$ cat config.mk
export PLATFORM = sky130hd
export DESIGN_NAME = alarm_controller
export DESIGN_NICKNAME = d
export VERILOG_FILES = /design/src/rtl/alarm_controller.sv
export SDC_FILE = /design/constraint.sdc
export NUM_CORES = 1
export LEC_CHECK = 0
export CAP_MARGIN = 40
export CORE_ASPECT_RATIO = 2
export CORE_MARGIN = 1
export CORE_UTILIZATION = 56
export DETAILED_ROUTE_END_ITERATION = 16
export PLACE_DENSITY = 0.85
export SLEW_MARGIN = 0
export SYNTH_ARGS = -nofsm -noshare
export SYNTH_HDL_FRONTEND = slang
export SYNTH_SLANG_ARGS = --single-unit
$ cat constraint.sdc
create_clock -name clk -period 4.6 [get_ports clk]
set_input_delay 0.69 -clock clk [delete_from_list [all_inputs] [get_ports clk]]
set_output_delay 0.69 -clock clk [all_outputs]
set_load 0.01 [all_outputs]
$ cat src/rtl/alarm_controller.sv
// rtl/alarm_controller.sv - alarm ring/snooze/timeout controller driven by BCD time compare
module alarm_controller #(
    parameter int RING_TIMEOUT   = 60,
    parameter int SNOOZE_SECONDS = 300,
    parameter int MAX_SNOOZE     = 3
) (
    input  logic        clk,
    input  logic        reset,
    input  logic        one_second,
    input  logic [15:0] cur_time,
    input  logic [15:0] alarm_time,
    input  logic        alarm_enable,
    input  logic        stop_alarm,
    input  logic        snooze,
    output logic        sound_alarm,
    output logic        snoozing,
    output logic [3:0]  snooze_count
);

    typedef enum logic [1:0] {
        IDLE    = 2'd0,
        RINGING = 2'd1,
        SNOOZE  = 2'd2,
        DONE    = 2'd3
    } state_t;

    localparam logic [15:0] RING_LAST = 16'(RING_TIMEOUT - 1);
    localparam logic [15:0] SNZ_LAST  = 16'(SNOOZE_SECONDS - 1);
    localparam logic [3:0]  SNZ_MAX   = 4'(MAX_SNOOZE);

    state_t      state, state_next;
    logic [15:0] ring_cnt, ring_cnt_next;
    logic [15:0] snz_cnt, snz_cnt_next;
    logic [3:0]  count_next;
    logic        stop_d, snz_d;
    logic        match, stop_edge, snz_edge;

    assign match     = alarm_enable & (cur_time == alarm_time);
    assign stop_edge = stop_alarm & ~stop_d;
    assign snz_edge  = snooze & ~snz_d;

    always_comb begin
        state_next    = state;
        ring_cnt_next = ring_cnt;
        snz_cnt_next  = snz_cnt;
        count_next    = snooze_count;
        if (!alarm_enable) begin
            state_next    = IDLE;
            ring_cnt_next = '0;
            snz_cnt_next  = '0;
            count_next    = '0;
        end else begin
            unique case (state)
                IDLE: begin
                    if (match) begin
                        state_next    = RINGING;
                        ring_cnt_next = '0;
                        count_next    = '0;
                    end
                end
                RINGING: begin
                    if (stop_edge) begin
                        state_next = DONE;
                    end else if (snz_edge) begin
                        // once the snooze allowance is used up, the button acts as stop
                        if (snooze_count < SNZ_MAX) begin
                            state_next   = SNOOZE;
                            snz_cnt_next = '0;
                            count_next   = snooze_count + 4'd1;
                        end else begin
                            state_next = DONE;
                        end
                    end else if (one_second) begin
                        if (ring_cnt == RING_LAST) begin
                            state_next = DONE;
                        end else begin
                            ring_cnt_next = ring_cnt + 16'd1;
                        end
                    end
                end
                SNOOZE: begin
                    if (stop_edge) begin
                        state_next = DONE;
                    end else if (one_second) begin
                        if (snz_cnt == SNZ_LAST) begin
                            state_next    = RINGING;
                            ring_cnt_next = '0;
                        end else begin
                            snz_cnt_next = snz_cnt + 16'd1;
                        end
                    end
                end
                DONE: begin
                    // hold off until the alarm minute passes so it fires only once
                    if (!match) begin
                        state_next = IDLE;
                    end
                end
                default: state_next = IDLE;
            endcase
        end
    end

    always_ff @(posedge clk) begin
        if (!reset) begin
            state        <= IDLE;
            ring_cnt     <= '0;
            snz_cnt      <= '0;
            snooze_count <= '0;
            stop_d       <= 1'b1;
            snz_d        <= 1'b1;
            sound_alarm  <= 1'b0;
            snoozing     <= 1'b0;
        end else begin
            state        <= state_next;
            ring_cnt     <= ring_cnt_next;
            snz_cnt      <= snz_cnt_next;
            snooze_count <= count_next;
            stop_d       <= stop_alarm;
            snz_d        <= snooze;
            sound_alarm  <= (state_next == RINGING);
            snoozing     <= (state_next == SNOOZE);
        end
    end

endmodule

# After elaboration in Yosys (flattened, before gate mapping)
# Cells that the tools add are included.
# W data, S select, Z words.
dict set report op_classes {
  mux 33
  magnitude_cmp 1
  n_eq_ne 19
  add_sub_neg 3
  bitwise 5
  reduce_logical 8
}
# operator n
set op_table {}
lappend op_table {{$mux W16} 14}
lappend op_table {{$pmux W16 S3} 1}
lappend op_table {{$add A16 B1 Y16 const B} 2}
lappend op_table {{$pmux W16 S2} 1}
lappend op_table {{$ne A2 B2 Y1 const B} 11}
lappend op_table {{$mux W2} 10}
lappend op_table {{$eq A16 B16 Y1} 1}
lappend op_table {{$eq A16 B6 Y1 const B} 1}
lappend op_table {{$eq A16 B9 Y1 const B} 1}
lappend op_table {{$mux W4} 4}
lappend op_table {{$reduce_and A9 Y1} 1}
lappend op_table {{$pmux W2 S4} 1}
lappend op_table {{$pmux W4 S2} 1}
lappend op_table {{$reduce_and A7 Y1} 1}
lappend op_table {{$eq A2 B2 Y1 const B} 3}
lappend op_table {{$reduce_and A5 Y1} 1}
lappend op_table {{$add A4 B1 Y4 const B} 1}
lappend op_table {{$eq A2 B1 Y1 const B} 2}
lappend op_table {{$lt A4 B2 Y1 const B} 1}
lappend op_table {{$reduce_bool A2 Y1} 2}
lappend op_table {{$and A1 B1 Y1} 3}
lappend op_table {{$reduce_bool A3 Y1} 1}
lappend op_table {{$logic_not A2 Y1} 1}
lappend op_table {{$not A1 Y1} 2}
lappend op_table {{2 further kinds} 2}
dict set report word_totals {
  register_bits 42
  output_inout_bits 6
}

# Longest topological paths before layout
dict set report depth {
  ltp_word 8
  depth_mapped 10
  ltp_nobuf 7
}

# Worst setup path before layout
# Ideal clock, no wire load.
dict set report synth_timing {
  path_kind {input to register}
  from {input port alarm_time[12]}
  to {register sound_alarm}
  cell_stages 6
  arrival_ns 1.991
  setup_time_ns 0.124
  setup_slack_ns 2.486
  cell_sequence {xnor2_1 -> nand4_1 -> or4_1 -> o21ai_0 -> a31oi_1 -> nor3b_2}
}
dict set report synth_via {
  elab_chain_len 6
}
# item line_no
set synth_rtl {}
lappend synth_rtl {{start, declared} 11} ;# input logic [15:0] alarm_time,
lappend synth_rtl {{$eq A16 B16 Y1 (*)} 38} ;# assign match = alarm_enable & (cur_time == alarm_time);
lappend synth_rtl {{$and A1 B1 Y1 (*)} 38}
lappend synth_rtl {{$mux W2, on equally long branches} {95, 55}}
lappend synth_rtl {{$pmux W2 S4 (*)} 53} ;# unique case (state)
lappend synth_rtl {{$mux W2 (*)} 47} ;# if (!alarm_enable) begin
lappend synth_rtl {{$eq A2 B1 Y1 (*)} 121} ;# sound_alarm <= (state_next == RINGING);
lappend synth_rtl {{end signal, assigned} 121}
lappend synth_rtl {{end, declared} 15} ;# output logic sound_alarm,
# Mark *: on every way between the ends. The rest lies on a longest branch, timed or not.
# A chain may end at the register's enable or synchronous reset.

# Worst setup path in the final report
dict set report layout_timing {
  from {input port alarm_time[12]}
  to {register ring_cnt[9]}
}
dict set report layout_via {
  elab_chain_len 4
}
# item line_no
set layout_rtl {}
lappend layout_rtl {{$eq A16 B16 Y1} 38}
lappend layout_rtl {{$and A1 B1 Y1} 38}
lappend layout_rtl {{$ne A2 B2 Y1 (no source line)} n/a}
lappend layout_rtl {{$reduce_and A9 Y1 (no source line)} n/a}
lappend layout_rtl {{end signal, assigned} 116} ;# ring_cnt <= ring_cnt_next;
lappend layout_rtl {{end, declared} 32} ;# logic [15:0] ring_cnt, ring_cnt_next;
# Every way passes these cells.

==> results_dict.tcl <==
set metrics [dict create \
    numClockSinks 42 \
    synth-edff-count 0 \
    port_buffers 43 \
    syn_inst 281 \
    postCtsHoldBufs 0 \
    cts.path.max_buffers 2 \
    path_max_fanout 20 \
    switching_share_pct 22.6 \
    ant_nets 0 \
    fp.dieW_um 47.8 \
    worst_slack_ps 1940 \
    post_cts_buffers 0 \
    finalHoldViolCount 0 \
    clock_power_share_pct 34.1 \
    synthSimpleGateAreaFrac_pct 35.7 \
    routed_via_density 6.05 \
    pwr_density_cell_mw_per_mm2 229 \
    synthArstFlopShare_pct 0 \
    p_int_w 0.000506 \
    dpl.hpwl_um 4540 \
    period_needed_ps 2660 \
    outcome "finished clean" \
    h-tree-depth 2 \
    synth_compound_area_share_pct 11.5 \
    required_ps 4810 \
    drv_slew 0 \
    synth_top_area_share_pct 35.8 \
    dieArea_mm2 0.00447 \
    drc 0 \
    die_h_um 93.6 \
    insertion_delay_ps 290 \
    ir_worst_vdd_uv 196 \
    initial_core_util_pct 58.0 \
    combPwrFrac_pct 10.2 \
    synthFlopType "dfxtp_1" \
    fin_util_pct 70.6 \
    clk_pin_slew_worst_paths_ps 80 \
    cp-start-kind "primary input" \
    hold_path_class "register to register" \
    yosysSeqAreaShare_pct 35.8 \
    fin_skew_ps 12.4 \
    grt_pass1_vias 2171 \
    syn_area_mm2 0.00235 \
    synth-adder-area-share_pct 1.60 \
    crit_chain "clkdlybuf4s50_1 -> xnor2_1 -> nand4_1 -> nor4_2 -> a21oi_2 -> or4_1 -> a21oi_1" \
    crit_buf_inv 1 \
    grt_max_degree 21 \
    power_w 0.000654 \
    coreArea_mm2 0.00405 \
    yosys-mux-area-fraction_pct 0.426 \
    nets 362 \
    cpPeakStageDelay_ps 550 \
    final_common_cell "clkdlybuf4s50_1" \
    synth_area_leaders "dfxtp_1, xnor2_1, nand4_1" \
    seqPwrFrac_pct 55.7 \
    drive_above_1_share_pct 5.61 \
    rsz0062_at_grt "no" \
    cp_top_family "simple AND/OR/NAND/NOR gates" \
    grt_overflow 0 \
    wl_um 5720 \
    grt.total_usage_pct 27.5 \
    period_share_pct 57.9 \
    p_switching_w 0.000148 \
    cts_buffers 5 \
    syn2layout_area_growth_pct 21.7 \
    max_freq_ghz 0.375 \
    multiInputGateArea_mm2 0.00143 \
    synth.avg_cell_area_um2 8.35 \
    final_cell_mix "clkdlybuf4s50_1, dfxtp_1, nor2_1, xnor2_1, nand4_1" \
    place_inst 366 \
    gp_congestion 0.819 \
    yosysWarnings 0 \
    fp-row-count 33 \
    fillers 360 \
    tritoncts "yes" \
    routedWlPerCell_um 15.3 \
    synth_top_family_by_area "simple AND/OR/NAND/NOR gates" \
    leakagePower_nw 0.900 \
    antenna_found_initial 0 \
    pin_count 44 \
    final_cell_count_no_fill 373 \
    yosysTopAreaCell "dfxtp_1" \
    setup_violations 0 \
    vias 2255 \
    synth-xor-area-share_pct 11.6 \
    maxSlewHeadroom_pct 52.4 \
    dp_slack_ps 1610 \
    critPathSlowestCell "or4_1" \
    first_pass_iters 4 \
    grt_pass1_wl_um 9080 \
    postSynthNetCount 322 \
    worstPathArrival_ps 2880 \
    drt_iter0_drc 73 \
    fin_setup_tns_ps 0 \
    tightestPinTransition_ps 714 \
    cap_violations 0 \
    clock-root-buffer "clkbuf_8" \
    ys_ff_latch 42 \
    path_class "primary input to register" \
    ctsResizeCount 0 \
    num_antenna_cells 0 \
    seq_area_um2 841 \
    ys_types 41 \
    crit_path_end_kind "register" \
]
## cells by family after synthesis
kind of cell / count (synthesis)
simple gates: 144
compound gates: 46
flops: 42
xor+xnor: 31
buf+inv: 14
fa+ha+maj: 3
mux: 1
## final timing paths
path	slack, ps	endpoint	start	depth (start not counted)
min reg2reg	500	snooze_count[2]	snooze_count[2]	1
max	1940	ring_cnt[9]	alarm_time[12]	7
max reg2reg	2200	ring_cnt[9]	snz_cnt[0]	7
min	500	snooze_count[2]	snooze_count[2]	1
## sequential cells by signal, indices dropped and copies added (netlist names)
| signal | cells |
|---|---|
| snz_cnt | 16 |
| snooze_count | 4 |
| state | 2 |
| snoozing | 1 |
| stop_d | 1 |
| sound_alarm | 1 |
| ring_cnt | 16 |
| snz_d | 1 |
## per-stage QoR
stage          hold WS (ps)  instance area (um^2)
6_report                500                  2860
5_1_grt                 522                  2860
4_1_cts                 504                  2860
3_5_place_dp            489                  2780
3_3_place_gp            471                  2780
2_1_floorplan           459                  2350
## area by class of cell
cell class                 instances  area share (%)
clock inverter                     2           0.350
inverter                           4           0.526
clock buffer                       5            2.41
sequential                        42            29.4
timing repair buffer              43            15.1
multi-input combinational        225            49.9
tap                               52            2.28
## worst reg2reg max path: cells and delay by family (launching register included)
| kind | cells | cell delay [ps] |
|---|---|---|
| DFF | 1 | 410 |
| AOI/OAI and AO/OA | 3 | 520 |
| and+or+nand+nor | 3 | 1010 |
| adders and majority gates | 1 | 380 |
## per-layer routing
metal	vias to the layer above	global-route usage, %	share of wire, %
li1	1114	-	-
met1	1070	25.0	35
met2	53	51.9	59
met3	18	4.83	2.6
met4	0	13.7	3.7
met5	-	0	0
## cell usage after synthesis (all sizes together), types with 2 or more instances
library cell  number
o21ai             16
and2               5
nor4               7
and2b              2
dfxtp             42
buf                8
a31oi              3
and3               9
clkbuf             2
inv                4
nor3               7
nand2b             4
nand2             19
nor2              25
and4               6
nand3             16
or4                2
nand4             22
a22oi              2
nor4b              4
xnor2             22
ha                 3
a21oi             21
or3               12
xor2               9
## power by group through the flow
stage / Combinational (W) / Clock (W) / Sequential [W]
after global routing: 0.0000717 / 0.000239 / 0.000364
after detailed placement: 0.0000666 / 0 / 0.000373
after global placement: 0.0000656 / 0 / 0.000373
after floorplan: 0.0000260 / 0 / 0.000373
after CTS: 0.0000666 / 0.000225 / 0.000364
final: 0.0000665 / 0.000223 / 0.000364
No activity file was read; power rests on OpenSTA's default activity.
